File: config.mk
export PLATFORM = sky130hd
export DESIGN_NAME = pulse_stretch_gen
export DESIGN_NICKNAME = d
export VERILOG_FILES = /design/src/rtl/pulse_stretch_gen.sv
export SDC_FILE = /design/constraint.sdc
export NUM_CORES = 1
export LEC_CHECK = 0
export CORE_MARGIN = 4
export CORE_UTILIZATION = 53
export CTS_BUF_LIST = sky130_fd_sc_hd__clkbuf_16
export DETAILED_ROUTE_END_ITERATION = 8
export PLACE_DENSITY = 0.86
export SLEW_MARGIN = 20
export SYNTH_ARGS = -nofsm -noshare
export SYNTH_HDL_FRONTEND = slang
export SYNTH_SLANG_ARGS = --single-unit
File: constraint.sdc
create_clock -name sys_clk_i -period 2.7 [get_ports sys_clk_i]
set_input_delay 0.54 -clock sys_clk_i [delete_from_list [all_inputs] [get_ports sys_clk_i]]
set_output_delay 0.54 -clock sys_clk_i [all_outputs]
set_load 0.05 [all_outputs]
File: src/rtl/pulse_stretch_gen.sv
// Pulse stretcher: each accepted pulse yields a HIGH_CYCLES-wide high window plus a GAP_CYCLES gap.
// Optional retriggerable HIGH behaviour is enabled by defining PULSE_STRETCH_RETRIG_EN.
module pulse_stretch_gen #(
  parameter int unsigned HIGH_CYCLES = 8,
  parameter int unsigned GAP_CYCLES  = 2,
  parameter int unsigned PEND_W      = 4
) (
  input  logic              sys_clk_i,
  input  logic              rst_i,
  input  logic              pulse_i,
  input  logic              clr_ovf_i,
  output logic              level_o,
  output logic              busy_o,
  output logic [PEND_W-1:0] pend_cnt_o,
  output logic              overflow_o
);

  localparam int unsigned MaxCycles = (HIGH_CYCLES > GAP_CYCLES) ? HIGH_CYCLES : GAP_CYCLES;
  localparam int unsigned CntW      = $clog2(MaxCycles + 1);

  localparam logic [CntW-1:0]   HighLoad = CntW'(HIGH_CYCLES);
  localparam logic [CntW-1:0]   GapLoad  = CntW'(GAP_CYCLES);
  localparam logic [CntW-1:0]   CntOne   = CntW'(1);
  localparam logic [PEND_W-1:0] PendMax  = '1;
  localparam logic [PEND_W-1:0] PendOne  = PEND_W'(1);
  localparam bit                NoGap    = (GAP_CYCLES == 0);

  if (HIGH_CYCLES == 0) begin : gen_bad_high
    $error("pulse_stretch_gen: HIGH_CYCLES must be at least 1");
  end

  typedef enum logic [1:0] {
    StIdle,
    StHigh,
    StGap
  } state_e;

  state_e            state_q, state_d;
  logic [CntW-1:0]   cnt_q, cnt_d;
  logic [PEND_W-1:0] pend_q, pend_d;
  logic              ovf_q, ovf_d;
  logic              level_q, level_d;
  logic              busy_q, busy_d;

  logic cnt_last;
  logic req;
  logic start_slot;
  logic start;
  logic retrig_hit;
  logic pend_inc;
  logic pend_dec;
  logic ovf_set;

  // Start slot / request decode
  always_comb begin
    cnt_last   = (cnt_q == CntOne);
    req        = (pend_q != '0) | pulse_i;
    start_slot = 1'b0;
    unique case (state_q)
      StIdle:  start_slot = 1'b1;
      StGap:   start_slot = cnt_last;
      StHigh:  start_slot = cnt_last & NoGap;
      default: start_slot = 1'b0;
    endcase
    start = start_slot & req;

    retrig_hit = 1'b0;
`ifdef PULSE_STRETCH_RETRIG_EN
    // A pulse mid-window extends the window instead of queueing another one.
    retrig_hit = (state_q == StHigh) & pulse_i & ~start_slot;
`endif

    pend_dec = start & (pend_q != '0);
    // A pulse is queued unless it directly launched a window from an empty queue.
    pend_inc = pulse_i & ~(start & (pend_q == '0)) & ~retrig_hit;
  end

  // Window sequencing
  always_comb begin
    state_d = state_q;
    cnt_d   = cnt_q;
    if (start) begin
      state_d = StHigh;
      cnt_d   = HighLoad;
    end else begin
      unique case (state_q)
        StIdle: begin
          cnt_d = '0;
        end
        StHigh: begin
          if (retrig_hit) begin
            cnt_d = HighLoad;
          end else if (cnt_last) begin
            if (!NoGap) begin
              state_d = StGap;
              cnt_d   = GapLoad;
            end else begin
              state_d = StIdle;
              cnt_d   = '0;
            end
          end else begin
            cnt_d = cnt_q - CntOne;
          end
        end
        StGap: begin
          if (cnt_last) begin
            state_d = StIdle;
            cnt_d   = '0;
          end else begin
            cnt_d = cnt_q - CntOne;
          end
        end
        default: begin
          state_d = StIdle;
          cnt_d   = '0;
        end
      endcase
    end
  end

  // Pending queue, overflow flag and registered outputs
  always_comb begin
    pend_d  = pend_q;
    ovf_set = 1'b0;
    if (pend_inc && !pend_dec) begin
      if (pend_q == PendMax) begin
        ovf_set = 1'b1;
      end else begin
        pend_d = pend_q + PendOne;
      end
    end else if (pend_dec && !pend_inc) begin
      pend_d = pend_q - PendOne;
    end

    if (ovf_set) begin
      ovf_d = 1'b1;
    end else if (clr_ovf_i) begin
      ovf_d = 1'b0;
    end else begin
      ovf_d = ovf_q;
    end

    level_d = (state_d == StHigh);
    busy_d  = (state_d != StIdle) | (pend_d != '0);
  end

  always_ff @(posedge sys_clk_i) begin
    if (rst_i) begin
      state_q <= StIdle;
      cnt_q   <= '0;
      pend_q  <= '0;
      ovf_q   <= 1'b0;
      level_q <= 1'b0;
      busy_q  <= 1'b0;
    end else begin
      state_q <= state_d;
      cnt_q   <= cnt_d;
      pend_q  <= pend_d;
      ovf_q   <= ovf_d;
      level_q <= level_d;
      busy_q  <= busy_d;
    end
  end

  assign level_o    = level_q;
  assign busy_o     = busy_q;
  assign pend_cnt_o = pend_q;
  assign overflow_o = ovf_q;

endmodule

### Word-level counts from Yosys, hierarchy flattened

Cells that the tools add are included.

* bits in registers: 13
* latch bits: 0
* RAM bits: 0
* ROM bits: 0
* input bits: 4
* output and inout port bits: 7
* word-level logic and storage cells: 49
* memories: 0

* $add $sub $neg: 3
* multiply operators: 0
* div/mod/pow operators: 0
* order comparisons: 0
* equality and inequality tests: 5
* shift operators: 0
* muxes and demuxes: 16
* bitwise gates (word level): 7
* reduce and logical (&&, ||, !) cells: 11

Operator list (number)
* $mux 4: 6
* $pmux 4 s2: 1
* $reduce_bool 4->1: 2
* $sub 4x1->4 const B: 2
* $mux 2: 3
* $pmux 2 s3: 1
* $add 4x1->4 const B: 1
* $and 1x1->1: 4
* $eq 2x1->1 const B: 2
* $eq 4x1->1 const B: 1
* $eq 4x4->1 const B: 1
* $logic_not 4->1: 1
* $mux 1: 4
* $reduce_bool 2->1: 2
* $eq 2x2->1 const B: 1
* $logic_and 1x1->1: 2
* $logic_not 1->1: 2
* $logic_not 2->1: 1
* $or 1x1->1: 2
* $pmux 1 s2: 1
* $reduce_or 2->1: 1
* $not 1->1: 1

### Longest topological paths before layout

* word-level depth: 12
* gate-level depth with buffers: 8
* gate-level depth less buffers: 7

### Least setup slack after synthesis

OpenSTA, ideal clock, no wires.

* kind: reg-to-reg
* start: register pend_q[1], in the netlist pend_cnt_o[1]
* end: register busy_q, in the netlist busy_o
* library setup time: 0.134 ns
* data arrival time: 2.096 ns
* data required time: 2.566 ns
* path slack: 0.471 ns
* stages on the path, launching flop included: 8
* buffers on the path: 0
* clock period less this slack: 2.229 ns
* path through: dfxtp_1 inv_1 ha_1 nor3b_1 a211o_1 and3_4 a2111oi_2 a31oi_1

* word-level cells in the longest chain between the ends: 12
* elaborated cells between the ends (all ways): 22
* those cells by class: 2 x add/sub; 1 x eq/ne; 4 x mux; 7 x bitwise; 8 x reduce/logical

Ends and longest elaborated chain
* start, declared: line 40 `logic [PEND_W-1:0] pend_q, pend_d;`
* start signal, assigned: line 158 `pend_q <= pend_d;`
* $reduce_bool 4->1: line 57, 73
* $or 1x1->1: line 57 `req = (pend_q != '0) | pulse_i;`
* $and 1x1->1: line 65 `start = start_slot & req;`
* $and 1x1->1: line 75 `pend_inc = pulse_i & ~(start & (pend_q == '0)) & ~retrig_hit;`
* $not 1->1: line 75
* $and 1x1->1: line 75
* $logic_not 1->1: line 131 `end else if (pend_dec && !pend_inc) begin`
* $logic_and 1x1->1: line 131
* $mux 4: line 131
* $mux 4: line 125 `if (pend_inc && !pend_dec) begin`
* $reduce_bool 4->1: line 144 `busy_d = (state_d != StIdle) | (pend_d != '0);`
* $or 1x1->1 *: line 144
* end signal, assigned: line 161 `busy_q <= busy_d;`
* end, declared: line 43 `logic busy_q, busy_d;`

Every way passes the cells marked *; elsewhere a longest branch is shown, timed or not.
A chain may end at the register's enable or synchronous reset.

### Final worst setup path

* start: register cnt_q[0]
* end: register busy_q, in the netlist busy_o

* word-level cells in the longest chain between the ends: 12
* elaborated cells between the ends (all ways): 20
* those cells by class: 1 x eq/ne; 7 x mux; 6 x bitwise; 6 x reduce/logical

Ends and longest elaborated chain
* start, declared: line 39 `logic [CntW-1:0] cnt_q, cnt_d;`
* start signal, assigned: line 157 `cnt_q <= cnt_d;`
* $eq 4x1->1 *: line 56 `cnt_last = (cnt_q == CntOne);`
* $pmux 1 s2: line 59 `unique case (state_q)`
* $and 1x1->1: line 65
* $and 1x1->1: line 75
* $not 1->1: line 75
* $and 1x1->1: line 75
* $logic_not 1->1: line 131
* $logic_and 1x1->1: line 131
* $mux 4: line 131
* $mux 4: line 125
* $reduce_bool 4->1: line 144
* $or 1x1->1 *: line 144

Marked as above.

==> flow_summary_export.csv <==
group,metric,value,unit
sta,finalSetupViolCount,0,
detailed_routing,wl_met2,910,um
clocking,cts_buffers,3,
detailed_routing,wl_per_cell,14.6,um
detailed_routing,dr_wl_met3,159,um
floorplanning,dieArea,0.00236,mm2
power,powerDensity,1100,mW/mm2
yosys,synth-seq-area-share,29.9,%
sta,tightestPinTransition,0.511,ns
sta,hold_viol_final,0,
finish,fin_area,0.00106,mm2
yosys,async_flop_share,0,%
sta,final.setup.tns,0,ns
yosys,synth_fp_nets,118,
power,peakVddDrop,0.652,mV
setup_path,r2r_setup_slack,0.40,ns
hold_path,hold_end,"cnt_q[0]",
detailed_routing,vias,816,
floorplanning,rows,14,
yosys,syn-cell-area,871,um2
power,p_leak,0.430,nW
finish,drive_gt1_share,8.55,%
sta,fmax,435,MHz
sta,maxSlewHeadroom,65.9,%
clocking,postCtsHoldBufs,0,
yosys,synth_edf_count,0,
clocking,cts_root_buf,"clkbuf_16",
clocking,clock_latency,0.24,ns
setup_path,startpoint,"cnt_q[0]",
placement,place_hpwl,1420,um
power,total_power,1.17,mW
finish,mostFrequentLayoutCells,"13 x dfxtp_1, 11 x inv_1, 11 x nor2_1, 10 x clkdlybuf4s50_1, 8 x ha_1",
floorplanning,core_area,0.00152,mm2
yosys,synthCells,106,
setup_path,r2r-start,"cnt_q[0]",
floorplanning,ios,11,
global_route,grt_overflow,0,
hold_path,whs_path_depth,1,
yosys,avgSynthCellArea,8.22,um2
global_route,grt_pass1_vias,752,
finish,stdcell_count,133,
yosys,synth_flop_cell,"dfxtp_1",
detailed_routing,initialDrtViolationCount,30,
setup_path,path_class,"reg -> reg",
detailed_routing,dr.pass1.iters,4,
sta,rsz0062_at_grt,"no",
clocking,cts_setup_buffers,0,
placement,port_buffers,10,
setup_path,required,2.81,ns
finish,num-fill-cells,125,
clocking,clk_pin_slew,0.04,ns
sta,period_needed,2.30,ns
placement,gp_congestion,0.821,
sta,drv_slew,0,
setup_path,cp-end-kind,"register",
finish,areaGrowthSynthToFinish,22.3,%
detailed_routing,wl_met1,865,um
run_status,status,"finished clean",
finish,n_antenna_cell,0,
setup_path,critPathMaxFanout,5,
sta,worst_slack,0.401,ns
clocking,cts.htree.levels,1,
hold_path,hold_start,"cnt_q[0]",
placement,post-place-ws,0.388,ns
sta,hold_slack,0.475,ns
yosys,ys_warn_count,0,
sta,fin_crit_sh,85.1,%
yosys,ys_types,42,
detailed_routing,routed_wl,1940,um
finish,finish.utilization,69.9,%
clocking,cts_tree,"yes",
finish,layout_commonest_cell,"dfxtp_1",
detailed_routing,drc_errors,0,
global_route,antenna_found_initial,0,
clocking,clock_sinks,13,
global_route,grt_max_degree,14,
detailed_routing,top_layer,"met4",
floorplanning,die_h,48.5,um
placement,dp_cells,129,
setup_path,reg2reg_to,"busy_o",
hold_path,min_path_type,"reg -> reg",
run,max_cap_violations,0,
placement,dpl_cell_area,986,um2
clocking,cts_resized,0,
setup_path,r2r_cells,6,
yosys,ys_seq_elements,13,
clocking,cts_buffer_depth,2,
floorplanning,die_w,48.5,um
sta,clock_skew,0.000838,ns
global_route,grt_usage,16.7,%
global_route,grt_pass1_wl,3250,um
detailed_routing,routed_via_density,6.14,
setup_path,startpoint_type,"register",
finish,nets,130,
floorplanning,initial_core_util,57.1,%
detailed_routing,ant_nets,0,
setup_path,cp.arrival,2.41,ns
==> synthesized netlist by cell type (2+ instances only) <==
cell | instances | area share, %
o21ai_0 | 6 | 3.4
nor3b_1 | 2 | 1.7
nand2b_1 | 2 | 1.4
nor2_1 | 11 | 4.7
or4_1 | 2 | 1.7
dfxtp_1 | 13 | 30
a211o_1 | 2 | 2.0
nand2_1 | 6 | 2.6
a31oi_1 | 2 | 1.4
ha_1 | 8 | 11
clkbuf_1 | 4 | 1.7
a21oi_1 | 6 | 3.4
o311ai_0 | 2 | 2.0
inv_1 | 10 | 4.3
nor3_1 | 3 | 1.7
==> sequential cells by signal (all words and copies together), names as in the netlist <==
signal,cells
level_o,1
state_q,2
overflow_o,1
pend_cnt_o,4
cnt_q,4
busy_o,1
==> metal layers <==
layer  GRT usage [%]  vias up
met4            4.93        0
met3            4.91        2
met2            26.5       38
met5               0        -
li1                -      411
met1            21.8      365
==> cell type report <==
cell class | count | area [um2] | share of cell area, %
tap | 16 | 20.0 | 1.88
sequential | 13 | 260 | 24.4
timing repair buffer | 12 | 115 | 10.8
clock buffer | 3 | 75.1 | 7.05
clock inverter | 1 | 3.75 | 0.353
multi-input combinational | 78 | 553 | 51.9
inverter | 10 | 37.5 | 3.53
==> how the worst max path moves through the flow <==
stage | end | slack (ns) | cells past startpoint
5_1_grt | busy_o | 0.31 | 7
6_report | busy_o | 0.40 | 6
4_1_cts | busy_o | 0.41 | 6
2_1_floorplan | busy_o | 0.47 | 7
3_5_place_dp | busy_o | 0.39 | 5
3_3_place_gp | busy_o | 0.43 | 5
==> critical path: stages (launching register included) <==
cell	delay (ns)
dfxtp_1	0.37
ha_1	0.23
or4bb_1	0.55
a211o_1	0.35
and3_4	0.20
a2111oi_2	0.35
a31oi_1	0.12
==> logic make-up after synthesis <==
family	Yosys count	share of synthesized area, %
and+or+nand+nor	39	26.2
muxes	1	1.15
DFF	13	29.9
adders and majority gates	8	11.5
xor gates and xnor gates	1	1.01
AOI/OAI and AO/OA	29	23.7
buffers and inverters	15	6.61
==> power breakdown <==
group | leakage (nW) | switching, mW | internal [mW]
registers | 0.107 | 0.0611 | 0.247
logic | 0.281 | 0.356 | 0.235
clock network | 0.0423 | 0.0771 | 0.195
(Power assumes the default switching activity.)
